`src/rtl/cnn_stream_host_if.sv`:
```
// Load/result stream bundle between the interconnect and cnn_stream_host.
// The host is the slave on the load stream and the master on the result stream.
interface cnn_stream_host_if #(
  parameter int DATA_WIDTH   = 8,
  parameter int NUM_CLASSES  = 4,
  parameter int FC_MAC_WIDTH = 32
);
  localparam int CLS_W = $clog2(NUM_CLASSES);

  logic                           s_valid;
  logic                           s_ready;
  logic [DATA_WIDTH-1:0]          s_data;
  logic                           s_last;
  logic                           m_valid;
  logic                           m_ready;
  logic [CLS_W-1:0]               m_class;
  logic signed [FC_MAC_WIDTH-1:0] m_score;

  modport slave  (input  s_valid, s_data, s_last, m_ready,
                  output s_ready, m_valid, m_class, m_score);
  modport master (output s_valid, s_data, s_last, m_ready,
                  input  s_ready, m_valid, m_class, m_score);
endinterface

```
`src/rtl/cnn_stream_host.sv`:
```
// Host-side initiator for the CNN accelerator: deserialises a byte frame into
// the ifmap/kernel arrays, runs the accelerator, then argmaxes its FC scores
// and returns the winning class on the result stream.
module cnn_stream_host #(
  parameter int DATA_WIDTH   = 8,
  parameter int IFMAP_SIZE   = 8,
  parameter int KERNEL_SIZE  = 3,
  parameter int NUM_CLASSES  = 4,
  parameter int FC_MAC_WIDTH = 32
) (
  input  logic                           clk,
  input  logic                           reset,
  cnn_stream_host_if.slave               bus,
  output logic [DATA_WIDTH-1:0]          ifmap_o   [0:IFMAP_SIZE-1][0:IFMAP_SIZE-1],
  output logic signed [DATA_WIDTH-1:0]   weights_o [0:KERNEL_SIZE-1][0:KERNEL_SIZE-1],
  output logic                           acc_en,
  input  logic                           acc_done,
  input  logic signed [FC_MAC_WIDTH-1:0] fc_out_i  [0:NUM_CLASSES-1],
  output logic                           busy,
  output logic                           frame_err
);
  localparam int IF_BEATS = IFMAP_SIZE * IFMAP_SIZE;
  localparam int TOTAL    = IF_BEATS + KERNEL_SIZE * KERNEL_SIZE;
  localparam int CNT_W    = $clog2(TOTAL);
  localparam int CLS_W    = $clog2(NUM_CLASSES);
  localparam logic [CNT_W-1:0] LAST_BEAT = CNT_W'(TOTAL - 1);
  localparam logic [CLS_W-1:0] LAST_CLS  = CLS_W'(NUM_CLASSES - 1);

  typedef enum logic [1:0] {LOAD, RUN, SCAN, OUT} state_t;

  state_t                         state, state_n;
  logic [CNT_W-1:0]               cnt;
  logic                           accept, is_last, bad, beat_ok, take;
  logic signed [FC_MAC_WIDTH-1:0] score [0:NUM_CLASSES-1];
  logic signed [FC_MAC_WIDTH-1:0] best, res_score;
  logic [CLS_W-1:0]               best_idx, idx, res_class;

  // Beat qualification: a beat whose s_last disagrees with its position is dropped
  always_comb begin
    accept  = bus.s_valid && (state == LOAD);
    is_last = (cnt == LAST_BEAT);
    bad     = accept && (bus.s_last != is_last);
    beat_ok = accept && !bad;
    take    = score[idx] > best;
  end

  // State register
  always_ff @(posedge clk) begin
    if (!reset) state <= LOAD;
    else        state <= state_n;
  end

  // Next state and Moore outputs
  always_comb begin
    state_n     = state;
    bus.s_ready = 1'b0;
    acc_en      = 1'b0;
    bus.m_valid = 1'b0;
    busy        = 1'b1;
    case (state)
      LOAD: begin
        bus.s_ready = 1'b1;
        busy        = 1'b0;
        if (beat_ok && is_last) state_n = RUN;
      end
      RUN: begin
        acc_en = 1'b1;
        if (acc_done) state_n = SCAN;
      end
      SCAN: if (idx == LAST_CLS) state_n = OUT;
      OUT: begin
        bus.m_valid = 1'b1;
        if (bus.m_ready) state_n = LOAD;
      end
      default: state_n = LOAD;
    endcase
  end

  // Beat counter and framing-error pulse; a good last beat wraps the counter to 0
  always_ff @(posedge clk) begin
    if (!reset) begin
      cnt       <= '0;
      frame_err <= 1'b0;
    end else begin
      frame_err <= bad;
      if (bad)          cnt <= '0;
      else if (beat_ok) cnt <= is_last ? '0 : cnt + CNT_W'(1);
    end
  end

  // Frame deserialiser: ifmap beats first, then kernel, both row-major
  always_ff @(posedge clk) begin
    if (!reset) begin
      for (int r = 0; r < IFMAP_SIZE; r++)
        for (int c = 0; c < IFMAP_SIZE; c++) ifmap_o[r][c] <= '0;
      for (int r = 0; r < KERNEL_SIZE; r++)
        for (int c = 0; c < KERNEL_SIZE; c++) weights_o[r][c] <= '0;
    end else if (beat_ok) begin
      for (int r = 0; r < IFMAP_SIZE; r++)
        for (int c = 0; c < IFMAP_SIZE; c++)
          if (cnt == CNT_W'(r * IFMAP_SIZE + c)) ifmap_o[r][c] <= bus.s_data;
      for (int r = 0; r < KERNEL_SIZE; r++)
        for (int c = 0; c < KERNEL_SIZE; c++)
          if (cnt == CNT_W'(IF_BEATS + r * KERNEL_SIZE + c))
            weights_o[r][c] <= $signed(bus.s_data);
    end
  end

  // Score capture on first acc_done, then one-class-per-cycle argmax; strict >
  // keeps the lowest index on ties
  always_ff @(posedge clk) begin
    if (!reset) begin
      for (int i = 0; i < NUM_CLASSES; i++) score[i] <= '0;
      best      <= '0;
      best_idx  <= '0;
      idx       <= '0;
      res_class <= '0;
      res_score <= '0;
    end else begin
      case (state)
        RUN: if (acc_done) begin
          for (int i = 0; i < NUM_CLASSES; i++) score[i] <= fc_out_i[i];
          best     <= fc_out_i[0];
          best_idx <= '0;
          idx      <= CLS_W'(1);
        end
        SCAN: begin
          if (take) begin
            best     <= score[idx];
            best_idx <= idx;
          end
          idx <= idx + CLS_W'(1);
          if (idx == LAST_CLS) begin
            res_class <= take ? idx : best_idx;
            res_score <= take ? score[idx] : best;
          end
        end
        default: ;
      endcase
    end
  end

  // Result payload persists past the handshake until the next result
  assign bus.m_class = res_class;
  assign bus.m_score = res_score;
endmodule

```
`src/flat_wrapper.sv`:
```
// flat-port wrapper written by rule: the top's interface ports become plain ports
module cnn_stream_host_flat 
#(
  parameter int DATA_WIDTH   = 8,
  parameter int IFMAP_SIZE   = 8,
  parameter int KERNEL_SIZE  = 3,
  parameter int NUM_CLASSES  = 4,
  parameter int FC_MAC_WIDTH = 32
)
  (clk, reset, ifmap_o, weights_o, acc_en, acc_done, fc_out_i, busy, frame_err, bus_s_valid, bus_s_data, bus_s_last, bus_m_ready, bus_s_ready, bus_m_valid, bus_m_class, bus_m_score);
  cnn_stream_host_if #(.DATA_WIDTH(DATA_WIDTH), .NUM_CLASSES(NUM_CLASSES), .FC_MAC_WIDTH(FC_MAC_WIDTH)) bus_i ();
  input  logic clk;
  input  logic reset;
  output logic [DATA_WIDTH-1:0] ifmap_o[0:IFMAP_SIZE-1][0:IFMAP_SIZE-1];
  output logic signed [DATA_WIDTH-1:0] weights_o[0:KERNEL_SIZE-1][0:KERNEL_SIZE-1];
  output logic acc_en;
  input  logic acc_done;
  input  logic signed [FC_MAC_WIDTH-1:0] fc_out_i[0:NUM_CLASSES-1];
  output logic busy;
  output logic frame_err;
  input wire logic [$bits(bus_i.s_valid)-1:0] bus_s_valid;
  input wire logic [$bits(bus_i.s_data)-1:0] bus_s_data;
  input wire logic [$bits(bus_i.s_last)-1:0] bus_s_last;
  input wire logic [$bits(bus_i.m_ready)-1:0] bus_m_ready;
  output wire logic [$bits(bus_i.s_ready)-1:0] bus_s_ready;
  output wire logic [$bits(bus_i.m_valid)-1:0] bus_m_valid;
  output wire logic [$bits(bus_i.m_class)-1:0] bus_m_class;
  output wire logic [$bits(bus_i.m_score)-1:0] bus_m_score;
  assign bus_i.s_valid = bus_s_valid;
  assign bus_i.s_data = bus_s_data;
  assign bus_i.s_last = bus_s_last;
  assign bus_i.m_ready = bus_m_ready;
  assign bus_s_ready = bus_i.s_ready;
  assign bus_m_valid = bus_i.m_valid;
  assign bus_m_class = bus_i.m_class;
  assign bus_m_score = bus_i.m_score;
  cnn_stream_host #(.DATA_WIDTH(DATA_WIDTH), .IFMAP_SIZE(IFMAP_SIZE), .KERNEL_SIZE(KERNEL_SIZE), .NUM_CLASSES(NUM_CLASSES), .FC_MAC_WIDTH(FC_MAC_WIDTH)) u_core (.clk(clk), .reset(reset), .bus(bus_i), .ifmap_o(ifmap_o), .weights_o(weights_o), .acc_en(acc_en), .acc_done(acc_done), .fc_out_i(fc_out_i), .busy(busy), .frame_err(frame_err));
endmodule
```
`config.mk`:
```
export PLATFORM = sky130hd
export DESIGN_NAME = cnn_stream_host_flat
export DESIGN_NICKNAME = d
export VERILOG_FILES = /design/src/rtl/cnn_stream_host_if.sv /design/src/rtl/cnn_stream_host.sv /design/src/flat_wrapper.sv
export SDC_FILE = /design/constraint.sdc
export NUM_CORES = 2
export LEC_CHECK = 0
export CORE_AREA = 3 3 295 297
export DETAILED_ROUTE_END_ITERATION = 8
export DIE_AREA = 0 0 298 300
export PLACE_DENSITY_LB_ADDON = 0.05
export SLEW_MARGIN = 10
export SYNTH_ARGS = -nofsm -noshare
export SYNTH_HDL_FRONTEND = slang
export SYNTH_SLANG_ARGS = --single-unit
```
`constraint.sdc`:
```
create_clock -name clk -period 4.8 [get_ports clk]
set_input_delay 0.72 -clock clk [delete_from_list [all_inputs] [get_ports clk]]
set_output_delay 0.72 -clock clk [all_outputs]
set_load 0.005 [all_outputs]
```
==> results.json <==
{
  "status": "finished clean",
  "clock.fmax_mhz": 251,
  "synth_common_cells": "dfxtp_1, nand2_1, a21oi_1",
  "drt_pass1_iterations": 7,
  "ctsHoldBuffers": 0,
  "drtIter0Drc": 1753,
  "hold_violations": 0,
  "cts.clk_slew.worst_paths_ns": 0.06,
  "crit_cells": 11,
  "avgViaCountPerCell": 5.09,
  "cp.buffers_inverters": 2,
  "cp_slowest_cell": "dfxtp_2",
  "path_cells": "buf_4 -> mux4_2 -> ha_1 -> a21o_1 -> nand3_1 -> a211oi_1 -> o41a_1 -> o21ai_4 -> buf_4 -> mux2i_1 -> o22ai_1",
  "synthCells": 3247,
  "hp-class": "reg2reg",
  "reg2reg_depth": 11,
  "synth_cell_types": 52,
  "fin_util": 0.505,
  "postCtsSetupBuffers": 0,
  "cts_buffer_depth": 3,
  "coreArea_um2": 84900,
  "cp-end-kind": "flip-flop",
  "post_layout_nonfiller_instances": 5101,
  "start_util": 0.369,
  "seq_area_frac_synth": 0.548,
  "gr-total-overflow": 0,
  "ir_drop_uv": 329,
  "drv_slew": 0,
  "die_y_um": 300,
  "clk_root_buffer_cell": "clkbuf_16",
  "synth_top_area_share": 0.425,
  "place_area_um2": 39900,
  "drc_errors": 0,
  "max_stage_delay_ns": 0.69,
  "leakagePower_nw": 14.2,
  "rows": 107,
  "min_period_over_period": 0.829,
  "wl_um": 119000,
  "cp_max_fo": 25,
  "grt.total_usage": 0.254,
  "synth.most_common_cell": "dfxtp_1",
  "die_x_um": 298,
  "insertion_delay_ns": 0.64,
  "fin_skew_ns": 0.0264,
  "crit_family": "compound AO/OA/AOI/OAI gates",
  "syn_nets": 3430,
  "syn_avg_cell_area_um2": 9.65,
  "cts_max_level": 3,
  "routedWlPerCell_um": 23.4,
  "grt_pass1_vias": 24607,
  "synth_edf_count": 128,
  "start_kind": "flip-flop",
  "nets": 4063,
  "dieArea_um2": 89400,
  "synth_top_area_cell": "dfxtp_1",
  "crit_type": "reg2reg",
  "cap_violations": 0,
  "setup_viol": 0,
  "cp.arrival_ns": 4.45,
  "cts_tree": "yes",
  "layout-drive-gt1-share": 0.0744,
  "synthArstFlopShare": 0,
  "antenna_left": 0,
  "worstPathRequired_ns": 5.27,
  "ys_ff_latch": 794,
  "io_pins": 765,
  "areaGrowthSynthToFinish_pct": 36.9,
  "cts_made_buffers": 90,
  "fin_tns_setup_ns": 0,
  "grt_max_degree": 203,
  "placed_cells": 4932,
  "slew-limit-headroom": 0.291,
  "syn_area_um2": 31300,
  "synth_warnings": 0,
  "worst_pin_slew_ns": 1.06,
  "antenna_found_initial": 11,
  "holdWs_ns": 0.451,
  "hp-start": "u_core.weights_o[31]",
  "grt_setup_unrepaired": "false",
  "cts_resized": 0,
  "vias": 25978,
  "cts_sinks": 794,
  "cp_common_cell": "buf_4",
  "gp_congestion": 0.792,
  "fin_area_um2": 42900,
  "port-buffer-count": 764,
  "synth_area_leaders": "dfxtp_1, edfxtp_1, mux2i_1",
  "p_per_area_nw_per_um2": 337,
  "hpwlAfterDp_um": 79700,
  "period_needed_ns": 3.98,
  "dominantRegCellSynth": "dfxtp_1",
  "grt_pass1_wl_um": 172000,
  "hold_depth": 2
}
-- final cells by class --
type	instances	area (um^2)
multi-input cells	2135	13000
well taps	1144	1430
clock inverters	35	407
inverters	41	161
flip-flops and latches	794	17200
clock buffers	130	2630
diodes	4	10.0
repair buffers	818	8120
fillers	8051	42000
-- worst min-delay path, delay by kind of cell (launching register included) --
family / cells / cell delay, ns
flops: 1 / 0.30
simple gates: 1 / 0.05
compound gates: 1 / 0.05
-- per-layer routing --
layer / up-vias / GRT usage / routed length, um / share of wire
met1: 12551 / 0.320 / 49500 / 0.41
met2: 799 / 0.429 / 58000 / 0.49
met5: - / 0 / 87 / 0.00073
met4: 12 / 0.0858 / 4170 / 0.035
li1: 12447 / - / - / -
met3: 169 / 0.0581 / 7460 / 0.063
-- kinds of logic after synthesis --
logic type / Yosys count / share of synthesized area
AND/OR/NAND/NOR: 1262 / 0.189
flip-flops: 794 / 0.548
AO/OA/AOI/OAI: 494 / 0.0858
multiplexers: 333 / 0.119
XOR/XNOR: 5 / 0.00200
buffers and inverters: 318 / 0.0400
adder cells (fa/ha/maj): 41 / 0.0164
-- worst paths after layout --
check | endpoint | slack [ns]
worst max register to register | u_core.best[26] | 0.82
worst min register to register | u_core.weights_o[31] | 0.45
worst min-delay path | u_core.weights_o[31] | 0.45
worst max-delay path | u_core.best[26] | 0.82
-- state kept, by name, indices dropped and copies added, names as in the netlist, named ones only --
name                count
u_core.ifmap_o        512
u_core.score          128
u_core.weights_o       72
u_core.best            32
u_core.bus.m_score     32
u_core.cnt              7
u_core.best_idx         2
u_core.bus.m_class      2
u_core.idx              2
u_core.state            2
u_core.frame_err        1
-- placed cells by master, fill, tap and decap left out, types with 32 or more instances in the layout --
cell	n
nand3_1	330
o22ai_1	32
edfxtp_1	128
and2_1	131
nor2_1	311
dfxtp_1	665
inv_1	40
mux4_2	32
mux2i_1	301
clkdlybuf4s50_1	755
a21oi_1	370
a311oi_1	32
ha_1	41
nor3b_1	32
o21ai_0	43
nand2_1	380
buf_4	55
clkbuf_16	92
-- power by group --
group,switching [mW],total (mW),internal (mW)
clock,2.91,7.06,4.15
sequential,0.0248,6.84,6.82
combinational,0.363,0.557,0.194
-- through the flow --
stage,power (mW),setup slack [ns]
floorplan,7.26,0.381
global placement,7.55,0.824
detailed placement,7.55,0.795
CTS,14.6,0.769
global route,14.9,0.532
finish,14.5,0.819
Power figures use the tool's default switching activity.
